**src/rtl/alu_arb_pkg.sv**
```systemverilog
// Shared types and widths for the two-requester add/sub arbiter.
package alu_arb_pkg;

    localparam int unsigned OPND_W = 4;
    localparam int unsigned RES_W  = 5;
    localparam int unsigned CNT_W  = 8;

    localparam logic OP_ADD = 1'b0;
    localparam logic OP_SUB = 1'b1;

    typedef enum logic [1:0] {
        IDLE = 2'd0,
        EXEC = 2'd1,
        RESP = 2'd2
    } state_t;

    // Operation captured from the granted requester.
    typedef struct packed {
        logic              id;
        logic              op;
        logic [OPND_W-1:0] a;
        logic [OPND_W-1:0] b;
    } op_req_t;

endpackage

```
**src/rtl/alu_addsub.sv**
```systemverilog
// Combinational 4-bit add/subtract; subtraction wraps modulo 32.
module alu_addsub
    import alu_arb_pkg::*;
(
    input  logic [OPND_W-1:0] a,
    input  logic [OPND_W-1:0] b,
    input  logic              op,
    output logic [RES_W-1:0]  y
);

    always_comb begin
        y = RES_W'({1'b0, a}) + RES_W'({1'b0, b});
        if (op == OP_SUB) begin
            y = RES_W'({1'b0, a}) - RES_W'({1'b0, b});
        end
    end

endmodule

```
**src/rtl/alu_arbiter.sv**
```systemverilog
// Round-robin arbiter sharing one add/sub ALU between two requesters;
// one operation in flight, result held until the consumer accepts it.
module alu_arbiter
    import alu_arb_pkg::*;
(
    input  logic              clk,
    input  logic              reset,
    input  logic [1:0]        req_valid,
    output logic [1:0]        req_ready,
    input  logic [OPND_W-1:0] req0_a,
    input  logic [OPND_W-1:0] req0_b,
    input  logic              req0_op,
    input  logic [OPND_W-1:0] req1_a,
    input  logic [OPND_W-1:0] req1_b,
    input  logic              req1_op,
    output logic              resp_valid,
    output logic              resp_id,
    output logic [RES_W-1:0]  resp_result,
    input  logic              resp_ready,
    output logic [CNT_W-1:0]  op_count
);

    state_t           state;
    logic             last;
    op_req_t          cur;
    logic             grant_id;
    logic [1:0]       grant_mask;
    logic [RES_W-1:0] alu_y;

    // Lone requester wins outright; on contention the one not granted last wins.
    always_comb begin
        grant_id = ~last;
        case (req_valid)
            2'b01:   grant_id = 1'b0;
            2'b10:   grant_id = 1'b1;
            default: grant_id = ~last;
        endcase
        grant_mask = grant_id ? 2'b10 : 2'b01;
        req_ready  = 2'b00;
        if (reset && (state == IDLE)) begin
            req_ready = grant_mask & req_valid;
        end
    end

    alu_addsub u_alu (
        .a  (cur.a),
        .b  (cur.b),
        .op (cur.op),
        .y  (alu_y)
    );

    always_ff @(posedge clk) begin
        if (!reset) begin
            state       <= IDLE;
            last        <= 1'b1;
            cur         <= '0;
            resp_valid  <= 1'b0;
            resp_id     <= 1'b0;
            resp_result <= '0;
            op_count    <= '0;
        end else begin
            case (state)
                IDLE: begin
                    if (|req_valid) begin
                        if (grant_id) begin
                            cur <= '{id: 1'b1, op: req1_op, a: req1_a, b: req1_b};
                        end else begin
                            cur <= '{id: 1'b0, op: req0_op, a: req0_a, b: req0_b};
                        end
                        last  <= grant_id;
                        state <= EXEC;
                    end
                end
                EXEC: begin
                    resp_result <= alu_y;
                    resp_id     <= cur.id;
                    resp_valid  <= 1'b1;
                    state       <= RESP;
                end
                RESP: begin
                    if (resp_ready) begin
                        resp_valid <= 1'b0;
                        op_count   <= op_count + CNT_W'(1);
                        state      <= IDLE;
                    end
                end
                default: state <= IDLE;
            endcase
        end
    end

endmodule

```
**config.mk**
```make
export PLATFORM = sky130hd
export DESIGN_NAME = alu_arbiter
export DESIGN_NICKNAME = d
export VERILOG_FILES = /design/src/rtl/alu_arb_pkg.sv /design/src/rtl/alu_addsub.sv /design/src/rtl/alu_arbiter.sv
export SDC_FILE = /design/constraint.sdc
export NUM_CORES = 1
export LEC_CHECK = 0
export CAP_MARGIN = 20
export CORE_ASPECT_RATIO = 0.9
export CORE_MARGIN = 1.5
export CORE_UTILIZATION = 40
export CTS_CLUSTER_DIAMETER = 200
export DETAILED_ROUTE_END_ITERATION = 16
export PLACE_DENSITY = 0.69
export SLEW_MARGIN = 20
export SYNTH_ARGS = -nofsm -noshare
export SYNTH_HDL_FRONTEND = slang
export SYNTH_SLANG_ARGS = --single-unit
export TNS_END_PERCENT = 20
```
**constraint.sdc**
```tcl
create_clock -name clk -period 5.9 [get_ports clk]
set_clock_uncertainty 0.1 [all_clocks]
set_input_delay 0.59 -clock clk [delete_from_list [all_inputs] [get_ports clk]]
set_output_delay 0.59 -clock clk [all_outputs]
set_load 0.01 [all_outputs]
```
==> results of run 1 <==
==> state kept, by name, indices dropped and copies added (netlist names) <==
register,flops
state,2
resp_id,1
resp_valid,1
resp_result,5
op_count,8
cur,10
last,1
==> through the flow <==
stage / hold slack (ns) / std cells / setup WS, ns / power [mW]
2_1_floorplan: 0.358 / 169 / 3.66 / 0.317
3_3_place_gp: 0.362 / 245 / 2.67 / 0.364
3_5_place_dp: 0.377 / 245 / 2.55 / 0.368
4_1_cts: 0.389 / 248 / 2.54 / 0.466
5_1_grt: 0.434 / 248 / 2.37 / 0.496
6_report: 0.392 / 248 / 2.54 / 0.463
==> worst max-delay path: cells and delay by family <==
kind                     cells  cell delay, ns
buffers and inverters        3            1.11
AND/OR/NAND/NOR              3            0.66
adder cells (fa/ha/maj)      1            0.31
==> metal layers <==
layer  wire length (µm)  GRT usage [%]  vias to the layer above
li1                   -              -                      683
met1               1570           24.4                      601
met2               1430           26.4                       39
met3                131           4.33                        0
met4                  0           2.92                        0
met5                  0              0                        -
==> path summary, 6_finish.rpt <==
kind                            start  cells past startpoint                          end
max                      req_valid[1]                      7                 req_ready[1]
min          op_count[7]$_SDFFE_PN0P_                      2     op_count[7]$_SDFFE_PN0P_
max reg2reg       cur[0]$_SDFFE_PN0P_                      7  resp_result[4]$_SDFFE_PN0P_
min reg2reg  op_count[7]$_SDFFE_PN0P_                      2     op_count[7]$_SDFFE_PN0P_
==> layout by cell type (no fill, tap or decap), drive strengths merged, types with 2 or more instances in the layout <==
master         netlist  routed
or4                  2       2
a31oi                9       9
o21ai               23      23
a21oi                8       8
mux2i                4       4
nand3b               2       2
a211oi               2       2
ha                   8       8
clkdlybuf4s50        0      39
nand2                8       8
dfxtp               28      28
nor3                 2       2
nand4b               2       2
o211ai               2       2
clkbuf               4       3
inv                  7       7
xnor2                3       3
o31ai                2       2
nor2b                2       2
or3                  3       3
xor2                 2       2
nor2                18      18
and3                 2       2
nor3b                3       3
nand3               10      10
==> cell type report <==
| class | count | area [µm²] |
|---|---|---|
| fill | 328 | 1510 |
| tap | 44 | 55.1 |
| inverter | 7 | 26.3 |
| clock buffer | 3 | 41.3 |
| timing repair buffer | 40 | 398 |
| sequential | 28 | 561 |
| multi-input combinational | 126 | 810 |
==> report_power, final <==
| part | leakage (nW) | internal, mW | switching (mW) |
|---|---|---|---|
| Sequential | 0.230 | 0.207 | 0.0156 |
| Clock | 0.0216 | 0.0457 | 0.0527 |
| Combinational | 0.455 | 0.0737 | 0.0684 |
| Total | 0.707 | 0.326 | 0.137 |
==> kinds of logic after synthesis <==
kind of cell | synth area share, %
AOI/OAI and AO/OA | 20.3
DFF | 39.1
xor gates and xnor gates | 3.06
buffers and inverters | 4.37
adders and majority gates | 8.38
muxes | 2.79
and+or+nand+nor | 22.0
==> results.py, run 1 <==
metrics = {
    "worst_setup_path": {
        "cp-end-kind": "primary output",
        "cp_slowest_stage_delay_ns": 0.55,
        "cp.required_ns": 5.21,
        "crit_top_cell": "nor2_1",
        "cpMaxStageDelayCell": "clkdlybuf4s50_1",
        "path_class": "in2out",
        "worstPathCellList": "clkdlybuf4s50_1, inv_1, ha_1, nor2_1, nor2_1, nor2_1, clkdlybuf4s50_1",
        "worst_ep_arrival_time_ns": 2.67,
        "crit_fanout": 10,
        "reg2reg_slack_ns": 3.87,
        "startpoint_type": "primary input",
    },
    "yosys": {
        "synth_top_area_cell": "dfxtp_1",
        "synthArstFlopShare_pct": 0,
        "ys.flop_type": "dfxtp_1",
        "synth_warnings": 0,
        "syn_area_um2": 1430,
        "yosysTopAreaCellShare_pct": 39.1,
        "synth_commonest_cells": "dfxtp_1, o21ai_0, nor2_1, nand3_1, a31oi_1",
        "synth-seq-cells": 28,
        "synth_area_leaders": "dfxtp_1, o21ai_0, ha_1",
        "synthDistinctLibCells": 37,
        "synth_edf_count": 0,
        "syn_nets": 201,
        "synthCells": 169,
        "avgSynthCellArea_um2": 8.48,
        "ys_seq_area_share_pct": 39.1,
        "yosysMostFrequentCell": "dfxtp_1",
    },
    "power_and_ir_drop": {
        "powerDensity_nw_per_um2": 245,
        "p_leak_nw": 0.707,
        "vdd_drop_max_uv": 168,
    },
    "finish": {
        "final_area_um2": 1890,
        "finish.utilization_pct": 55.6,
        "drive_gt1_share_pct": 2.94,
        "area_growth_pct": 32.0,
        "nets": 238,
        "n_antenna_cell": 0,
    },
    "routing": {
        "vias": 1323,
        "ant_nets": 0,
        "via_per_inst": 5.33,
        "drt_pass1_iterations": 4,
        "wirelength_um": 3130,
        "avgRoutedWirePerCell_um": 12.6,
        "drt-initial-drc-count": 59,
        "drc": 0,
    },
    "clocking": {
        "ctsHoldBuffers": 0,
        "max-clock-path-buffers": 2,
        "cts-resized-gates": 0,
        "cts.htree.levels": 1,
        "cts_root_buf": "clkbuf_8",
        "clk_pin_slew_ns": 0.08,
        "cts_buffers": 3,
        "clock_latency_ns": 0.26,
        "cts_tree": "yes",
        "cts_setup_buffers": 0,
        "cts.sinks": 28,
    },
    "global_routing": {
        "grt_pass1_wl_um": 5310,
        "grt_use_total_pct": 17.1,
        "antenna_found_initial": 0,
        "grt.overflow.total": 0,
        "first_global_vias": 1203,
        "grt_max_degree": 22,
    },
    "floorplanning": {
        "start_util_pct": 42.1,
        "die_area_um2": 3950,
        "core_um2": 3400,
        "die_h_um": 59.8,
        "rows": 20,
        "die_w_um": 66.1,
        "pin_count": 40,
    },
    "sta": {
        "hold_violations": 0,
        "setup_viol": 0,
        "finalCriticalPeriod_ns": 3.36,
        "max_freq_mhz": 298,
        "rsz0062_at_grt": "false",
        "relSlewSlack_pct": 39.4,
        "tightest_slew_ns": 0.908,
        "finalSetupTns_ns": 0,
        "maxSlewViolCount": 0,
        "min_period_over_period_pct": 56.9,
    },
    "flow_run": {
        "cap_violations": 0,
    },
    "min_path": {
        "holdCritPathClass": "reg2reg",
    },
    "place": {
        "dpl_cell_area_um2": 1850,
        "dp.final_hpwl_um": 2420,
        "port_buffers": 39,
        "place_congestion": 0.811,
    },
    "run_status": {
        "status": "finished clean",
    },
}
(Power assumes the default switching activity.)
==> run 2: changes to the inputs <==
==> constraint.sdc (replaced) <==
create_clock -name clk -period 3.5 [get_ports clk]
set_clock_uncertainty 0.1 [all_clocks]
set_input_delay 0.35 -clock clk [delete_from_list [all_inputs] [get_ports clk]]
set_output_delay 0.35 -clock clk [all_outputs]
set_load 0.01 [all_outputs]
==> run 2 against run 1 <==
Global-route usage up 0.32 points. Sequential cell count unchanged. Via count up 1.3%. Hold slack worse by 0.011 ns. Final cell count up 0.40%. First-iteration DRC count up 3.4%. Setup slack worse by 1.9 ns. Sequential power up 69%. Critical path type unchanged. Largest power group unchanged.
==> results.py, run 2 (synthesis gave the netlist of run 1 again) <==
metrics = {
    "flow_run": {
        "cap_violations": 0,
    },
    "power_and_ir_drop": {
        "pwr-share-clk_pct": 24.2,
        "p_comb_share_pct": 29.4,
        "vdd_drop_max_uv": 309,
        "p_int_mw": 0.573,
        "power_switching_mw": 0.234,
        "p_leak_nw": 0.714,
        "netSwitchingFraction_pct": 29.0,
        "total_power_mw": 0.807,
        "seqPwrFrac_pct": 46.5,
        "powerDensity_nw_per_um2": 424,
    },
    "clocking": {
        "max-clock-path-buffers": 2,
        "clock_latency_ns": 0.27,
        "clk_pin_slew_ns": 0.09,
        "cts_root_buf": "clkbuf_8",
        "cts.htree.levels": 1,
        "cts_tree": "yes",
        "ctsHoldBuffers": 0,
        "cts.sinks": 28,
        "cts_setup_buffers": 0,
        "cts_buffers": 3,
        "cts-resized-gates": 0,
    },
    "sta": {
        "rsz0062_at_grt": "false",
        "hold_violations": 0,
        "setup_viol": 0,
        "maxSlewViolCount": 0,
        "setup_slack_ns": 0.651,
        "max_freq_mhz": 351,
        "min_period_over_period_pct": 81.4,
        "finalCriticalPeriod_ns": 2.85,
        "finalSetupTns_ns": 0,
        "hold_slack_ns": 0.382,
        "relSlewSlack_pct": 43.1,
        "tightest_slew_ns": 0.852,
    },
    "routing": {
        "ant_nets": 0,
        "drt-initial-drc-count": 61,
        "avgRoutedWirePerCell_um": 12.5,
        "via_per_inst": 5.38,
        "drc": 0,
        "vias": 1340,
        "wirelength_um": 3110,
        "drt_pass1_iterations": 4,
    },
    "place": {
        "dp_slack_ns": 0.644,
        "dpl_cell_area_um2": 1850,
        "dp.final_hpwl_um": 2420,
        "place_congestion": 0.805,
        "port_buffers": 39,
        "dp_cells": 245,
    },
    "finish": {
        "area_growth_pct": 32.9,
        "most-common-layout-cells": "clkdlybuf4s50_1, dfxtp_1, o21ai_0",
        "finish.utilization_pct": 56.0,
        "nets": 238,
        "reg_top3": "cur: 10 flops, op_count: 8 flops, resp_result: 5 flops",
        "n_antenna_cell": 0,
        "final_area_um2": 1900,
        "drive_gt1_share_pct": 3.41,
        "final_common_cell": "clkdlybuf4s50_1",
        "largest_reg_flops": 10,
        "finalNonFillerCells": 249,
        "largest-register": "cur",
    },
    "worst_setup_path": {
        "cp-end-kind": "primary output",
        "reg2regPathDepth": 7,
        "worst_ep_arrival_time_ns": 2.40,
        "cp.required_ns": 3.05,
        "crit_fanout": 10,
        "path_class": "in2out",
        "startpoint_type": "primary input",
    },
    "min_path": {
        "hold_depth": 2,
        "holdCritPathClass": "reg2reg",
    },
    "global_routing": {
        "grt_use_total_pct": 17.4,
        "antenna_found_initial": 0,
        "first_global_vias": 1270,
        "grt_pass1_wl_um": 5420,
        "grt_max_degree": 22,
        "grt.overflow.total": 0,
    },
    "floorplanning": {
        "start_util_pct": 42.1,
        "core_um2": 3400,
        "rows": 20,
        "die_area_um2": 3950,
        "die_h_um": 59.8,
        "die_w_um": 66.1,
        "pin_count": 40,
    },
    "run_status": {
        "status": "finished clean",
    },
}
run 2: final timing paths:
check | from | end | slack [ns]
setup / recovery | req_valid[0] | req_ready[1] | 0.65
hold / removal | op_count[7]$_SDFFE_PN0P_ | op_count[7]$_SDFFE_PN0P_ | 0.38
setup reg to reg | cur[0]$_SDFFE_PN0P_ | resp_result[4]$_SDFFE_PN0P_ | 1.42
hold reg to reg | op_count[7]$_SDFFE_PN0P_ | op_count[7]$_SDFFE_PN0P_ | 0.38
run 2: metal layers:
| layer | global-route usage, % | vias to the layer above | part of all wire, % |
|---|---|---|---|
| met5 | 0 | - | 0 |
| met4 | 4.66 | 0 | 1.0 |
| met3 | 4.14 | 2 | 4.7 |
| met2 | 27.1 | 35 | 45 |
| met1 | 24.1 | 619 | 49 |
| li1 | - | 684 | - |
run 2: power by group through the flow:
| stage | sequential, mW | clock (mW) | combinational [mW] |
|---|---|---|---|
| after global routing | 0.380 | 0.216 | 0.267 |
| after floorplan | 0.379 | 0 | 0.156 |
| final | 0.375 | 0.195 | 0.237 |
| after global placement | 0.381 | 0 | 0.233 |
| after CTS | 0.375 | 0.202 | 0.239 |
| after detailed placement | 0.382 | 0 | 0.238 |
run 2: critical path, stage by stage:
cell and delay, ns:
clkdlybuf4s50_1 0.47, inv_1 0.06, ha_1 0.33, nor2_1 0.38
nor2_1 0.13, nor2_1 0.13, clkdlybuf4s50_1 0.54
run 2: final cells by class:
cell class                      instances  area (µm²)
Timing Repair Buffer                   40         398
Fill cell                             353        1500
Multi-Input combinational cell        126         810
Clock buffer                            4        55.1
Sequential cell                        28         561
Inverter                                7        26.3
Tap cell                               44        55.1
==> RTL edit 1, RTL diff (flow settings as in run 1) <==
The package constant `CNT_W` goes from 8 to 12.
--- a/src/rtl/alu_arb_pkg.sv
+++ b/src/rtl/alu_arb_pkg.sv
@@ -4,5 +4,5 @@
     localparam int unsigned OPND_W = 4;
     localparam int unsigned RES_W  = 5;
-    localparam int unsigned CNT_W  = 8;
+    localparam int unsigned CNT_W  = 12;
 
     localparam logic OP_ADD = 1'b0;
Ports: changed (resized op_count); port bits go from 40 to 44. No check against the original RTL was run, so the function may have changed too.
==> RTL edit 1 against run 1 <==
Routed wire length grew 3.0%; power grew 22%; cell area increased by 14%; sequential cell count is 4 higher; worst setup slack lost 290 ps; synthesized area rose by 14%; via count rose by 5.3%; highest routed layer is now met4.
==> RTL edit 1: results (changes against run 1) <==
Status
  • Status: finished, final reports clean

Clocking
  • Clock Latency Late Sink: 280 ps (+20 ps)
  • Clock buffer depth: 2 (unchanged)
  • TritonCTS Buffers: 5 (+2)
  • CTS H-tree lvls: 2 (+1)
  • Root Driver: clkbuf_8
  • Worst-path clk slew: 60 ps (-20 ps)
  • # Post-CTS Setup Buffers: 0 (unchanged)
  • PostCTS Resize Cnt: 0 (unchanged)

Yosys
  • Synth async-reset ratio: 0% (unchanged)
  • Seq/Total Area, Yosys: 39.2% (+0.11 points)
  • Synth top area cells: dfxtp_1 (39%), mux2i_1 (6.7%), ha_1 (6.1%)
  • Library cells used by synthesis: 35 (-5.4%)
  • Syn. warnings: 0 (unchanged)
  • Syn nets: 220 (+9.5%)
  • Prevailing post-synth register cell: dfxtp_1
  • Most frequent cells after synthesis: dfxtp_1 (32), nor2_1 (21), o21ai_0 (17)

Power and ir drop
  • Worst VDD drop: 0.150 mV (-11%)
  • Pleak: 0.813 nW (+15%)

Layout
  • Regs by FF count: op_count x12, cur x10, resp_result x5
  • Fill count: 390 (+19%)
  • Fraction of layout cells with a size suffix above 1: 4.78% (+1.8 points)
  • # diodes: 0 (unchanged)
  • NumNets Final: 261 (+9.7%)

Setup path
  • CP max-delay cell: clkdlybuf4s50_1
  • Crit Path Max Fanout: 24 (+14)
  • Slowest stage delay, CP: 930 ps (+380 ps)
  • Reg2reg path depth: 8 (+1)

STA
  • Worst slew margin: 32.7% (-6.6 points)

Place
  • GPL Wtd Cong: 0.765 (-5.7%)
  • Post-DP HPWL: 2330 µm (-3.7%)
  • IO buf count: 43 (+10%)

Min path
  • Worst hold path class: reg -> reg
  • Hold depth: 2 (unchanged)

Drt
  • First-iteration detailed-routing DRC count: 43 (-27%)
  • Router iterations before antenna repair: 4 (unchanged)
  • DR vias: 1393 (+5.3%)
  • DR WL/cell: 11.7 µm (-7.5%)

Global routing
  • Vias in the first global route: 1271 (+5.7%)
  • Initial antenna violation count: 0 (unchanged)
  • Largest net degree at the start of global routing: 25 (+14%)
  • Tot GR Track Use: 15.3% (-1.7 points)
  • First-pass GRT wire length: 5430 µm (+2.2%)
-- RTL edit 1: changes by cell type after synthesis, moves of 6 or more --
cell,delta
o21ai_0,-6
a21oi_1,+7
nand4_1,+6
nand2_1,+6
a31oi_1,-9
nand3_1,-9
mux2i_1,+7
-- RTL edit 1: worst max-delay path, delay by kind of cell --
| family | cells | cell delay (ps) |
|---|---|---|
| buf+inv | 3 | 1900 |
| simple gates | 3 | 450 |
-- RTL edit 1: cell type report --
cell class | instances | area, µm² | share of cell area, %
Multi-Input combinational cell | 137 | 898 | 41.6
Sequential cell | 32 | 641 | 29.7
Timing Repair Buffer | 44 | 438 | 20.3
Clock buffer | 8 | 90.1 | 4.17
Tap cell | 46 | 57.6 | 2.67
Inverter | 9 | 33.8 | 1.57
-- RTL edit 1: worst paths after layout --
kind	from	to	slack, ps
max	reset	req_ready[0]	2260
min	op_count[11]	op_count[11]	400
max reg2reg	cur[0]	resp_result[4]	3650
min reg2reg	op_count[11]	op_count[11]	400
-- RTL edit 1: per-stage QoR --
step / instance area (µm²) / std cells / setup slack, ps / hold slack [ps] / util [%]
final: 2160 / 276 / 2260 / 404 / 56.7
after global routing: 2160 / 276 / 2000 / 414 / 56.7
after CTS: 2160 / 276 / 2220 / 397 / 56.7
after detailed placement: 2070 / 268 / 2220 / 389 / 54.3
after global placement: 2070 / 268 / 2290 / 367 / 54.3
after floorplan: 1630 / 188 / 3650 / 358 / -
-- RTL edit 1: metal layers --
| metal | vias to the layer above | routed length (µm) | track usage (%) | part of all wire, % |
|---|---|---|---|---|
| met4 | 0 | 50 | 5.77 | 1.5 |
| li1 | 740 | - | - | - |
| met1 | 606 | 1540 | 18.5 | 48 |
| met5 | - | 0 | 0 | 0 |
| met2 | 40 | 1450 | 24.5 | 45 |
| met3 | 7 | 189 | 5.92 | 5.9 |
-- RTL edit 1: cells by family (layout without fill, tap and decap cells) --
group                      count (synthesis)  count (layout)  synth area share (%)
DFF                                       32              32                  39.2
AOI/OAI and AO/OA                         39              39                  12.9
muxes                                     12              12                  7.43
adders and majority gates                  9               9                  7.36
and+or+nand+nor                           68              68                  22.5
buffers and inverters                     19              61                  5.75
xor gates and xnor gates                   9               9                  4.83
-- RTL edit 1: where the power goes --
group          switching [W]  leakage [nW]  internal [W]
sequential         0.0000147         0.262      0.000234
clock              0.0000790        0.0455     0.0000951
combinational      0.0000655         0.506     0.0000758
total               0.000159         0.813      0.000405
==> RTL edit 2, RTL diff (settings of run 1) <==
Made on the original files. Encoding of `state_t`: now one-hot (3 bits for 3 states).
--- a/src/rtl/alu_arb_pkg.sv
+++ b/src/rtl/alu_arb_pkg.sv
@@ -9,8 +9,8 @@
     localparam logic OP_SUB = 1'b1;
 
-    typedef enum logic [1:0] {
-        IDLE = 2'd0,
-        EXEC = 2'd1,
-        RESP = 2'd2
+    typedef enum logic [2:0] {
+        IDLE = 3'b001,
+        EXEC = 3'b010,
+        RESP = 3'b100
     } state_t;
 
Function: same outputs for any inputs over 10 cycles, from zero or initial values and one cycle with reset low; not proved beyond that.
==> RTL edit 2 against run 1 <==
Cell area rose by 5.7%; power rose by 25%; worst setup slack got worse by 180 ps; critical path depth fell by 2; synthesized area rose by 1.3%; routed wire length fell by 7.3%; sequential cell count rose by 1; sequential power rose by 2%; die area rose by 1.2%; synthesized cell count fell by 5.9%; core utilization rose by 2.7 points; critical path type unchanged; largest power group unchanged.
==> RTL edit 2: results (changes against run 1) <==
Clocking
  • TritonCTS Buffers: 5 (+2)
  • Worst-path clk slew: 60 ps (-20 ps)
  • Clock Latency Late Sink: 280 ps (+20 ps)
  • CTS H-tree lvls: 2 (+1)
  • Root Driver: clkbuf_8
  • Clock buffer depth: 2 (unchanged)
  • # Post-CTS Setup Buffers: 0 (unchanged)
  • PostCTS Resize Cnt: 0 (unchanged)

Yosys
  • Most frequent cells after synthesis: dfxtp_1 (29), nor2_1 (28), mux2i_1 (12)
  • Synth top area cells: dfxtp_1 (40%), mux2i_1 (8.3%), nor2_1 (7.2%)
  • Seq/Total Area, Yosys: 40.0% (+0.87 points)
  • Syn nets: 191 (-5.0%)
  • Avg Cell Area, Syn: 9.13 µm² (+7.7%)
  • Syn. warnings: 0 (unchanged)
  • Synth async-reset ratio: 0% (unchanged)
  • Library cells used by synthesis: 31 (-16%)

Global routing
  • Initial antenna violation count: 0 (unchanged)
  • Tot GR Track Use: 16.6% (-0.47 points)
  • Largest net degree at the start of global routing: 25 (+14%)
  • Vias in the first global route: 1096 (-8.9%)
  • First-pass GRT wire length: 4830 µm (-9.1%)

Flow run
  • Max-cap violations: 0 (unchanged)

Place
  • Dpl ws: 2050 ps (-505 ps)
  • Inst Count DP: 237 (-3.3%)
  • GPL Wtd Cong: 0.723 (-11%)
  • Post-DP HPWL: 2210 µm (-8.6%)
  • IO buf count: 39 (unchanged)

Drt
  • Via/cell ratio: 5.00 (-6.4%)
  • DR vias: 1224 (-7.5%)
  • Router iterations before antenna repair: 4 (unchanged)
  • First-iteration detailed-routing DRC count: 34 (-42%)
  • DR WL/cell: 11.9 µm (-6.1%)

Setup path
  • Crit Path Max Fanout: 24 (+14)
  • Crit path DAT: 2850 ps (+180 ps)

Layout
  • NumNets Final: 232 (-2.5%)
  • Fill count: 289 (-12%)
  • Fraction of layout cells with a size suffix above 1: 6.97% (+4.0 points)
  • # diodes: 0 (unchanged)
  • Regs by FF count: cur x10, op_count x8, resp_result x5

Power and ir drop
  • Worst VDD drop: 0.123 mV (-27%)
  • Pleak: 0.731 nW (+3.4%)

Status
  • Status: finished, final reports clean

STA
  • Worst slew margin: 52.1% (+13 points)
  • Final setup vio count: 0 (unchanged)
  • Fin. Hold Viols: 0 (unchanged)

Min path
  • Worst hold path class: reg -> reg
[RTL edit 2: power breakdown]
part	switching, W	internal, W	leakage, nW
Clock	0.0000716	0.000137	0.0585
Combinational	0.0000656	0.0000750	0.435
Sequential	0.0000150	0.000212	0.237
[RTL edit 2: final cells by class]
cell class              count  area [µm²]  share of cell area (%)
multi-input cells         113         803                    40.2
flip-flops and latches     29         581                    29.1
repair buffers             41         405                    20.3
clock buffers               7        86.3                    4.32
well taps                  44        55.1                    2.76
inverters                  10        37.5                    1.88
clock inverters             1        30.0                    1.50
[RTL edit 2: logic make-up after synthesis]
| kind of cell | after synthesis | share of synthesized area [%] |
|---|---|---|
| DFF | 29 | 40.0 |
| buffers and inverters | 17 | 4.91 |
| AOI/OAI and AO/OA | 26 | 11.7 |
| and+or+nand+nor | 55 | 20.2 |
| adders and majority gates | 9 | 8.28 |
| xor gates and xnor gates | 11 | 6.64 |
| muxes | 12 | 8.28 |
[RTL edit 2: final timing paths]
kind	start	endpoint	slack [ps]	cells past startpoint
max	reset	req_ready[0]	2360	5
min	resp_valid	resp_valid	390	2
max reg2reg	cur[0]	resp_result[3]	3640	8
min reg2reg	resp_valid	resp_valid	390	2
[RTL edit 2: metrics by stage]
stage               power [W]  cell area, µm²  hold slack (ps)
floorplan            0.000328            1450              358
global placement     0.000366            1880              375
detailed placement   0.000373            1880              377
CTS                  0.000582            1990              392
global route         0.000616            2000              416
finish               0.000577            2000              392
[RTL edit 2: critical path, stage by stage]
cell and delay [ps]:
clkdlybuf4s50_1 610, inv_1 380, nor4b_1 470, nor3b_1 240
clkdlybuf4s50_1 570
[RTL edit 2: metal layers]
layer,routed length [µm],vias up,GRT usage [%]
met1,1410,549,21.0
met4,44,0,7.00
met5,0,-,0
met3,149,6,7.16
li1,-,638,-
met2,1300,31,24.7
